**src/rtl/sm_pkg.sv**
```systemverilog
// ============================================================================
// Module : sm_pkg
// Brief  : Opcodes, instruction field positions and sequencer state encoding.
// Rev    : 1.0  initial release
// ============================================================================
`default_nettype none

package sm_pkg;

   localparam logic [7:0] OP_ADD       = 8'h00;
   localparam logic [7:0] OP_SUB       = 8'h01;
   localparam logic [7:0] OP_TRANSPOSE = 8'h02;
   localparam logic [7:0] OP_SCALE     = 8'h03;
   localparam logic [7:0] OP_MULT      = 8'h04;
   localparam logic [7:0] OP_STOP      = 8'hFF;

   // Field slot index within the word, counted in FIELD_WIDTH units from the LSB
   localparam int OPCODE_FIELD = 3;
   localparam int DEST_FIELD   = 2;
   localparam int SRC1_FIELD   = 1;
   localparam int SRC2_FIELD   = 0;

   typedef enum logic [2:0] {
      ST_IDLE  = 3'd0,
      ST_FETCH = 3'd1,
      ST_WAIT  = 3'd2,
      ST_ISSUE = 3'd3,
      ST_HALT  = 3'd4
   } state_t;

endpackage

`default_nettype wire

```
**src/rtl/instr_fetch_decode_if.sv**
```systemverilog
// ============================================================================
// Module : instr_fetch_decode_if
// Brief  : Instruction-memory, operation-issue and control bundle of the sequencer.
// Rev    : 1.0  initial release
// ============================================================================
`default_nettype none

interface instr_fetch_decode_if #(
   parameter int PC_WIDTH    = 3,
   parameter int INSTR_WIDTH = 32,
   parameter int FIELD_WIDTH = 8
);
   logic                   start;
   logic                   nIMemEnable;
   logic [PC_WIDTH-1:0]    instrNumber;
   logic [INSTR_WIDTH-1:0] instrMemLine;
   logic                   opValid;
   logic                   opReady;
   logic [FIELD_WIDTH-1:0] opCode;
   logic [FIELD_WIDTH-1:0] opDest;
   logic [FIELD_WIDTH-1:0] opSrc1;
   logic [FIELD_WIDTH-1:0] opSrc2;
   logic                   opSrc2Used;
   logic                   busy;
   logic                   done;
   logic                   illegalOp;
   logic                   pcOverrun;

   modport master (
      input  start, instrMemLine, opReady,
      output nIMemEnable, instrNumber, opValid, opCode, opDest, opSrc1, opSrc2,
             opSrc2Used, busy, done, illegalOp, pcOverrun
   );

   modport slave (
      output start, instrMemLine, opReady,
      input  nIMemEnable, instrNumber, opValid, opCode, opDest, opSrc1, opSrc2,
             opSrc2Used, busy, done, illegalOp, pcOverrun
   );

endinterface

`default_nettype wire

```
**src/rtl/instr_fetch_decode_field.sv**
```systemverilog
// ============================================================================
// Module : instr_field_decode
// Brief  : Combinational split of an instruction word into fields and class flags.
// Rev    : 1.0  initial release
// ============================================================================
`default_nettype none

module instr_field_decode
   import sm_pkg::*;
#(
   parameter int INSTR_WIDTH = 32,
   parameter int FIELD_WIDTH = 8
) (
   input  logic [INSTR_WIDTH-1:0] word,
   output logic [FIELD_WIDTH-1:0] opcode,
   output logic [FIELD_WIDTH-1:0] dest,
   output logic [FIELD_WIDTH-1:0] src1,
   output logic [FIELD_WIDTH-1:0] src2,
   output logic                   isStop,
   output logic                   isLegal,
   output logic                   src2Used
);

   assign opcode = word[OPCODE_FIELD*FIELD_WIDTH +: FIELD_WIDTH];
   assign dest   = word[DEST_FIELD*FIELD_WIDTH   +: FIELD_WIDTH];
   assign src1   = word[SRC1_FIELD*FIELD_WIDTH   +: FIELD_WIDTH];
   assign src2   = word[SRC2_FIELD*FIELD_WIDTH   +: FIELD_WIDTH];

   // Opcodes are dense from OP_ADD, so legality is a single bound check
   assign isStop   = (opcode == FIELD_WIDTH'(OP_STOP));
   assign isLegal  = (opcode <= FIELD_WIDTH'(OP_MULT));
   assign src2Used = (opcode != FIELD_WIDTH'(OP_TRANSPOSE));

endmodule

`default_nettype wire

```
**src/rtl/instr_fetch_decode.sv**
```systemverilog
// ============================================================================
// Module : instr_fetch_decode
// Brief  : Fetch/decode sequencer issuing one matrix operation at a time.
// Rev    : 1.0  initial release
// ============================================================================
`default_nettype none

module instr_fetch_decode
   import sm_pkg::*;
#(
   parameter int PC_WIDTH    = 3,
   parameter int INSTR_WIDTH = 32,
   parameter int FIELD_WIDTH = 8
) (
   input  logic                 clk,
   input  logic                 nReset,
   instr_fetch_decode_if.master bus
);

   localparam logic [PC_WIDTH-1:0] c_pcLast = '1;

   state_t                 r_state;
   logic [PC_WIDTH-1:0]    r_pc;
   logic                   r_nIMemEnable;
   logic                   r_opValid;
   logic [FIELD_WIDTH-1:0] r_opCode;
   logic [FIELD_WIDTH-1:0] r_opDest;
   logic [FIELD_WIDTH-1:0] r_opSrc1;
   logic [FIELD_WIDTH-1:0] r_opSrc2;
   logic                   r_src2Used;
   logic                   r_busy;
   logic                   r_done;
   logic                   r_illegalOp;
   logic                   r_pcOverrun;

   logic [FIELD_WIDTH-1:0] w_opcode;
   logic [FIELD_WIDTH-1:0] w_dest;
   logic [FIELD_WIDTH-1:0] w_src1;
   logic [FIELD_WIDTH-1:0] w_src2;
   logic                   w_isStop;
   logic                   w_isLegal;
   logic                   w_src2Used;

   instr_field_decode #(
      .INSTR_WIDTH (INSTR_WIDTH),
      .FIELD_WIDTH (FIELD_WIDTH)
   ) u_decode (
      .word     (bus.instrMemLine),
      .opcode   (w_opcode),
      .dest     (w_dest),
      .src1     (w_src1),
      .src2     (w_src2),
      .isStop   (w_isStop),
      .isLegal  (w_isLegal),
      .src2Used (w_src2Used)
   );

   // Outputs are registered alongside the state so each one tracks its state exactly
   always_ff @(posedge clk) begin
      if (!nReset) begin
         r_state       <= ST_IDLE;
         r_pc          <= '0;
         r_nIMemEnable <= 1'b1;
         r_opValid     <= 1'b0;
         r_opCode      <= '0;
         r_opDest      <= '0;
         r_opSrc1      <= '0;
         r_opSrc2      <= '0;
         r_src2Used    <= 1'b0;
         r_busy        <= 1'b0;
         r_done        <= 1'b0;
         r_illegalOp   <= 1'b0;
         r_pcOverrun   <= 1'b0;
      end else begin
         case (r_state)
            ST_IDLE: begin
               if (bus.start) begin
                  r_state       <= ST_FETCH;
                  r_nIMemEnable <= 1'b0;
                  r_busy        <= 1'b1;
               end
            end
            ST_FETCH: begin
               r_state       <= ST_WAIT;
               r_nIMemEnable <= 1'b1;
            end
            ST_WAIT: begin
               r_opCode   <= w_opcode;
               r_opDest   <= w_dest;
               r_opSrc1   <= w_src1;
               r_opSrc2   <= w_src2;
               r_src2Used <= w_src2Used;
               if (w_isStop) begin
                  r_state <= ST_HALT;
                  r_busy  <= 1'b0;
                  r_done  <= 1'b1;
               end else if (w_isLegal) begin
                  r_state   <= ST_ISSUE;
                  r_opValid <= 1'b1;
               end else begin
                  r_state     <= ST_HALT;
                  r_busy      <= 1'b0;
                  r_done      <= 1'b1;
                  r_illegalOp <= 1'b1;
               end
            end
            ST_ISSUE: begin
               if (bus.opReady) begin
                  r_opValid <= 1'b0;
                  if (r_pc == c_pcLast) begin
                     r_state     <= ST_HALT;
                     r_busy      <= 1'b0;
                     r_done      <= 1'b1;
                     r_pcOverrun <= 1'b1;
                  end else begin
                     r_state       <= ST_FETCH;
                     r_pc          <= r_pc + PC_WIDTH'(1);
                     r_nIMemEnable <= 1'b0;
                  end
               end
            end
            ST_HALT: begin
               if (bus.start) begin
                  r_state       <= ST_FETCH;
                  r_pc          <= '0;
                  r_nIMemEnable <= 1'b0;
                  r_busy        <= 1'b1;
                  r_done        <= 1'b0;
                  r_illegalOp   <= 1'b0;
                  r_pcOverrun   <= 1'b0;
               end
            end
            default: begin
               r_state <= ST_IDLE;
            end
         endcase
      end
   end

   assign bus.nIMemEnable = r_nIMemEnable;
   assign bus.instrNumber = r_pc;
   assign bus.opValid     = r_opValid;
   assign bus.opCode      = r_opCode;
   assign bus.opDest      = r_opDest;
   assign bus.opSrc1      = r_opSrc1;
   assign bus.opSrc2      = r_opSrc2;
   assign bus.opSrc2Used  = r_src2Used;
   assign bus.busy        = r_busy;
   assign bus.done        = r_done;
   assign bus.illegalOp   = r_illegalOp;
   assign bus.pcOverrun   = r_pcOverrun;

endmodule

`default_nettype wire
```
**src/flat_wrapper.sv**
```systemverilog
// flat-port wrapper written by rule: the top's interface ports become plain ports
module instr_fetch_decode_flat import sm_pkg::*;
#(
   parameter int PC_WIDTH    = 3,
   parameter int INSTR_WIDTH = 32,
   parameter int FIELD_WIDTH = 8
)
  (clk, nReset, bus_start, bus_instrMemLine, bus_opReady, bus_nIMemEnable, bus_instrNumber, bus_opValid, bus_opCode, bus_opDest, bus_opSrc1, bus_opSrc2, bus_opSrc2Used, bus_busy, bus_done, bus_illegalOp, bus_pcOverrun);
  instr_fetch_decode_if #(.PC_WIDTH(PC_WIDTH), .INSTR_WIDTH(INSTR_WIDTH), .FIELD_WIDTH(FIELD_WIDTH)) bus_i ();
  input  logic clk;
  input  logic nReset;
  input wire logic [$bits(bus_i.start)-1:0] bus_start;
  input wire logic [$bits(bus_i.instrMemLine)-1:0] bus_instrMemLine;
  input wire logic [$bits(bus_i.opReady)-1:0] bus_opReady;
  output wire logic [$bits(bus_i.nIMemEnable)-1:0] bus_nIMemEnable;
  output wire logic [$bits(bus_i.instrNumber)-1:0] bus_instrNumber;
  output wire logic [$bits(bus_i.opValid)-1:0] bus_opValid;
  output wire logic [$bits(bus_i.opCode)-1:0] bus_opCode;
  output wire logic [$bits(bus_i.opDest)-1:0] bus_opDest;
  output wire logic [$bits(bus_i.opSrc1)-1:0] bus_opSrc1;
  output wire logic [$bits(bus_i.opSrc2)-1:0] bus_opSrc2;
  output wire logic [$bits(bus_i.opSrc2Used)-1:0] bus_opSrc2Used;
  output wire logic [$bits(bus_i.busy)-1:0] bus_busy;
  output wire logic [$bits(bus_i.done)-1:0] bus_done;
  output wire logic [$bits(bus_i.illegalOp)-1:0] bus_illegalOp;
  output wire logic [$bits(bus_i.pcOverrun)-1:0] bus_pcOverrun;
  assign bus_i.start = bus_start;
  assign bus_i.instrMemLine = bus_instrMemLine;
  assign bus_i.opReady = bus_opReady;
  assign bus_nIMemEnable = bus_i.nIMemEnable;
  assign bus_instrNumber = bus_i.instrNumber;
  assign bus_opValid = bus_i.opValid;
  assign bus_opCode = bus_i.opCode;
  assign bus_opDest = bus_i.opDest;
  assign bus_opSrc1 = bus_i.opSrc1;
  assign bus_opSrc2 = bus_i.opSrc2;
  assign bus_opSrc2Used = bus_i.opSrc2Used;
  assign bus_busy = bus_i.busy;
  assign bus_done = bus_i.done;
  assign bus_illegalOp = bus_i.illegalOp;
  assign bus_pcOverrun = bus_i.pcOverrun;
  instr_fetch_decode #(.PC_WIDTH(PC_WIDTH), .INSTR_WIDTH(INSTR_WIDTH), .FIELD_WIDTH(FIELD_WIDTH)) u_core (.clk(clk), .nReset(nReset), .bus(bus_i));
endmodule
```
**config.mk**
```make
export PLATFORM = sky130hd
export DESIGN_NAME = instr_fetch_decode_flat
export DESIGN_NICKNAME = d
export VERILOG_FILES = /design/src/rtl/sm_pkg.sv /design/src/rtl/instr_fetch_decode_if.sv /design/src/rtl/instr_fetch_decode_field.sv /design/src/rtl/instr_fetch_decode.sv /design/src/flat_wrapper.sv
export SDC_FILE = /design/constraint.sdc
export NUM_CORES = 1
export LEC_CHECK = 0
export ABC_CLOCK_PERIOD_IN_PS = 2170
export CAP_MARGIN = 20
export CORE_MARGIN = 2
export CORE_UTILIZATION = 42
export CTS_CLUSTER_SIZE = 28
export DETAILED_ROUTE_END_ITERATION = 10
export PLACE_DENSITY = 0.79
export SLEW_MARGIN = 10
export SYNTH_ARGS = -nofsm -noshare
export SYNTH_HDL_FRONTEND = slang
export SYNTH_SLANG_ARGS = --single-unit
```
**constraint.sdc**
```tcl
create_clock -name clk -period 2.17 [get_ports clk]
set_input_delay 0.434 -clock clk [delete_from_list [all_inputs] [get_ports clk]]
set_output_delay 0.434 -clock clk [all_outputs]
set_load 0.01 [all_outputs]
```
# After elaboration in Yosys (flattened, before gate mapping)
# Index checks and enable logic that the tools add are counted.
word_totals:
  register_bits: 45
  out_inout_bits: 42
  elab_cells: 79
classes:
  n_addsub: 1
  magnitude_cmp: 1
  n_eq_ne: 16
  n_mux: 32
  n_reduce_logical: 16
ops:
  columns: ["operator", "n"]
  rows:
  - ["$mux 3", 8]
  - ["$reduce_and 4->1", 5]
  - ["$mux 1", 16]
  - ["$ne 2x2->1 const B", 6]
  - ["$pmux 3 s4", 1]
  - ["$reduce_and 5->1", 2]
  - ["$pmux 1 s3", 3]
  - ["$reduce_bool 3->1", 3]
  - ["$eq 8x8->1 const B", 1]
  - ["$le 8x3->1 const B", 1]
  - ["$ne 8x2->1 const B", 1]
  - ["$eq 3x2->1 const B", 2]
  - ["$eq 3x3->1 const B", 2]
  - ["$pmux 1 s2", 3]
  - ["$pmux 3 s2", 1]
  - ["$reduce_bool 2->1", 3]
  - ["$ne 2x1->1 const B", 2]
  - ["$add 3x1->3 const B", 1]
  - ["$eq 3x1->1 const B", 1]
  - ["$logic_not 3->1", 1]
  - ["$ne 3x3->1 const B", 1]
  - ["$reduce_and 2->1", 1]
  - ["$reduce_or 2->1", 1]

# Longest topological paths before layout
depth:
  ltp_word: 4
  mapped_depth: 6
  mapped_depth_nobuf: 6

# Hierarchy
# A second synthesis with hierarchy kept.
hier_totals:
  cells_unflattened: 249
  hier_area_um2: 2073.2
modules_own_cells:
  columns: ["mod", "instances", "cells_each", "area_per_inst_um2", "seq_area_each_um2"]
  rows:
  - ["instr_fetch_decode", 1, 208, 1781.7, 900.9]
  - ["instr_field_decode", 1, 41, 291.5, 0.0]

# Worst setup path after synthesis
# OpenSTA, ideal clock, no wires.
synth_path:
  path_type: "input port to flip-flop"
  from: "input port bus_instrMemLine[27]"
  to: "register u_core.r_busy (netlist: u_core.bus.busy)"
  setup_ps: 118
  arrival_time_ps: 1814
  path_slack_ps: 238
  path_stages: 4
  path_buffers: 0
  cell_sequence: "or4_4 > or3b_4 > or2_4 > o2111a_1"
synth_between:
  elab_chain_cells: 3
  word_cells_on_any_way: 6
  cone_classes: "1 x order compare; 2 x eq/ne; 2 x mux; 1 x reduce/logical"
synth_rtl:
  columns: ["item", "line", "rtl"]
  rows:
  - ["start, declared", "flat_wrapper.sv:13", "input wire logic [$bits(bus_i.instrMemLine)-1:0] bus_instrMemLine;"]
  - ["$le 8x3->1 or $eq 8x8->1 (tied branches)", "instr_fetch_decode_field.sv:31, instr_fetch_decode_field.sv:30", null]
  - ["$ne 3x3->1 (no source line) or $mux 1 (tied branches)", null, null]
  - ["$reduce_and 5->1 (no source line) or $pmux 1 s3 (tied branches)", null, null]
  - ["end signal, assigned", "instr_fetch_decode.sv:70", "r_busy <= 1'b0;"]
  - ["end signal, assigned", "instr_fetch_decode.sv:80", "r_busy <= 1'b1;"]
  - ["end signal, assigned", "instr_fetch_decode.sv:95", "r_busy <= 1'b0;"]
  - ["end, declared", "instr_fetch_decode.sv:31", "logic r_busy;"]
# Several ways; a longest one is shown, not always the timed one.
# A chain may end at the register's enable or synchronous reset.

# Worst setup path in the final report
layout_path:
  from: "input port bus_instrMemLine[27]"
  to: "register u_core.r_opValid (netlist: u_core.bus.opValid)"
layout_between:
  elab_chain_cells: 3
  word_cells_on_any_way: 5
  cone_classes: "1 x order compare; 3 x eq/ne; 1 x reduce/logical"
layout_rtl:
  columns: ["item", "line", "rtl"]
  rows:
  - ["$le 8x3->1 or $eq 8x8->1 (tied branches)", "instr_fetch_decode_field.sv:31, instr_fetch_decode_field.sv:30", null]
  - ["$ne 2x2->1 (no source line)", null, null]
  - ["$reduce_and 4->1 (no source line) (*)", null, null]
  - ["end signal, assigned", "instr_fetch_decode.sv:64", "r_opValid <= 1'b0;"]
  - ["end signal, assigned", "instr_fetch_decode.sv:99", "r_opValid <= 1'b1;"]
  - ["end signal, assigned", "instr_fetch_decode.sv:109", "r_opValid <= 1'b0;"]
  - ["end, declared", "instr_fetch_decode.sv:25", "logic r_opValid;"]
# Mark *: on every way between the ends. The rest lies on a longest branch, timed or not.

==> results by group <==
Clock tree
  – Setup Buffers After CTS: 0
  – H-tree levels: 2
  – Hold-fix buffers at CTS: 0
  – Root Buffer Master: clkbuf_8
  – Cts bufs inserted: 5
  – Post-CTS sizing: 0
  – Worst-path clk slew: 0.08 ns
  – Clock sink count: 45
  – CTS tree: yes
  – CTS Buffer Depth: 2
  – Clock Latency Late Sink: 0.29 ns

Power and ir drop
  – LEAKAGE: 0.9596 nW
  – Design Power: 0.001732 W
  – Int Pwr: 0.001278 W
  – Switching Share: 26.23%
  – Reg power frac: 52.6%
  – Pwr Density: 623.6 nW/um^2
  – Clock network power share: 28.9%
  – Gate power share: 18.5%
  – P_sw: 0.0004543 W
  – Peak supply drop: 0.0004022 V

Worst setup path
  – Flop-to-flop setup slack: 0.56 ns
  – Critical Path Sink Type: register
  – R2R Path Start: u_core.bus.instrNumber[0]$_SDFFE_PN0P_
  – Worst EP arrival: 2.34 ns
  – Critical path class: primary input to register
  – Worst path required time: 2.40 ns
  – Startpoint Class: primary input
  – Crit-path max FO: 4
  – Critical Path Start: bus_instrMemLine[27]

Placement
  – Port bufs: 77
  – Gp weighted congestion: 0.7974
  – Worst slack at placement: -0.2526 ns
  – Final HPWL DP: 2920 um

Floorplanning
  – Core area: 4294 um^2
  – Die width: 70.29 um
  – Die height: 70.29 um
  – Cell Rows: 24
  – Num ports: 78
  – Total die area: 4940 um^2
  – Initial cell density of the core: 42.98%

Route
  – Residual DRC count: 0
  – Initial DRC count: 150
  – Drt first pass iters: 4
  – Via count: 1748
  – Vias per inst: 4.952
  – Final Routed Wirelength: 4302 um
  – Final antenna-violating net count: 0
  – WL per Instance: 12.19 um

STA
  – Max-slew violations: 0
  – Fmax: 0.4733 GHz
  – Period minus WS final: 2.113 ns
  – Worst setup margin: 0.05700 ns
  – Tcrit/Tclk final: 97.37%
  – Final Hold Fails: 0
  – RSZ-0062 raised after global routing: false
  – Clock Skews: 0.003801 ns
  – Finish-stage setup viols: 0
  – Rel. slew slack: 67.86%
  – Worst-margin pin slew: 0.4815 ns

Synthesis
  – Mapped Cells: 221
  – Yosys top cell area share: 48.81%
  – Library cells used by synthesis: 31
  – Yosys warnings: 0
  – Most area-consuming cells after synthesis: dfxtp_1, nand2_1, a21boi_0, clkbuf_1, a21oi_1
  – Netlist Area Pre-Place: 1846 um^2
  – Async set-or-reset flop fraction in the synthesized netlist: 0%
  – Post-synthesis net count: 259
  – Seq cells post-synth: 45
  – Cell taking the most area after synthesis: dfxtp_1
  – Synthesized area per cell: 8.351 um^2
  – Sequential share of the synthesized area: 48.81%
  – Ys flop type: dfxtp_1
  – EDFF count, synth: 0

GRT
  – Initial antenna violation count: 0
  – Vias in the first global route: 1653
  – GRT Util Overall: 18.06%
  – First-pass GRT wire length: 7224 um
  – Largest net degree at the start of global routing: 43
  – GR Overflow Total: 0

Finish
  – Commonest cells after routing, fill and taps aside: clkdlybuf4s50_1, nand2_1, dfxtp_1, a21boi_0
  – Final Util: 64.69%
  – Filler cells: 377
  – Ant diodes: 0
  – Layout cells sized above 1: 6.312%
  – Area of the multi-input gates: 890.9 um^2
  – Synth-to-layout area growth: 50.51%
  – Number of nets in the layout: 338
  – Register area: 900.9 um^2
  – Commonest non-fill, non-tap cell in the layout: clkdlybuf4s50_1

Run status
  – Status: complete, no violations

Min path
  – Worst Hold Launch: u_core.bus.done$_SDFFE_PN0P_
  – Worst hold path type: register to register

Flow run
  – Max-cap violations: 0
==> metal layers <==
layer	vias up	track usage [%]	share of wire (%)
met2	54	30.40	48
met5	-	0	0
met4	0	4.060	0.79
met1	786	20.95	42
li1	903	-	-
met3	5	8.225	8.6
==> Yosys cell counts (2+ instances only) <==
library cell / number
nand2_1: 72
ha_1: 2
and2_1: 2
o21ai_0: 7
dfxtp_1: 45
nand4_1: 3
nor2b_1: 2
a21oi_1: 7
nand3_1: 4
clkbuf_1: 12
nor3_1: 2
inv_1: 4
a21boi_0: 35
nor2_1: 6
o211ai_1: 2
==> stage by stage <==
stage / area (um^2) / std cells / TNS (ns) / hold slack [ns]
6_report: 2778 / 353 / 0 / 0.4501
5_1_grt: 2778 / 353 / 0 / 0.4756
4_1_cts: 2778 / 353 / 0 / 0.4528
3_5_place_dp: 2695 / 345 / -1.141 / 0.4394
3_3_place_gp: 2695 / 345 / -0.9912 / 0.4399
2_1_floorplan: 1846 / 221 / 0 / 0.4657
==> flip-flops by register name (all words and copies together) (netlist names), 3 cells and up <==
signal	count
u_core.bus.opCode	8
u_core.bus.opSrc1	8
u_core.bus.opDest	8
u_core.r_state	3
u_core.bus.opSrc2	8
u_core.bus.instrNumber	3
==> cells by family (layout without fill, tap and decap cells) <==
kind of cell | count (synthesis) | count (layout) | share of synthesized area, %
buf+inv | 16 | 96 | 3.254
compound gates | 56 | 56 | 21.29
fa+ha+maj | 2 | 2 | 1.356
flops | 45 | 45 | 48.81
simple gates | 102 | 102 | 25.29
==> power by group through the flow <==
stage	clock, W	sequential [W]	combinational, W
floorplan	0	0.000935	0.000132
finish	0.000500	0.000912	0.000320
global route	0.000549	0.000919	0.000354
global placement	0	0.000931	0.000320
detailed placement	0	0.000932	0.000322
CTS	0.000515	0.000912	0.000324
==> cell type report <==
type	count	share of cell area [%]
well taps	52	2.342
clock inverters	2	0.3604
multi-input cells	160	32.07
flip-flops and latches	45	32.43
repair buffers	84	29.64
clock buffers	6	2.613
inverters	4	0.5405
==> critical path, stage by stage <==
cell             delay [ns]
clkdlybuf4s50_1        0.44
or4_4                  0.55
or3b_4                 0.40
or2_4                  0.26
buf_4                  0.14
a21oi_1                0.12
==> worst paths after layout <==
kind,endpoint,cells past startpoint
worst max-delay path,u_core.bus.opValid$_SDFFE_PN0P_,6
worst min-delay path,u_core.bus.done$_SDFFE_PN0P_,2
worst max register to register,u_core.bus.busy$_SDFFE_PN0P_,6
worst min register to register,u_core.bus.done$_SDFFE_PN0P_,2
No activity file was read; power rests on OpenSTA's default activity.
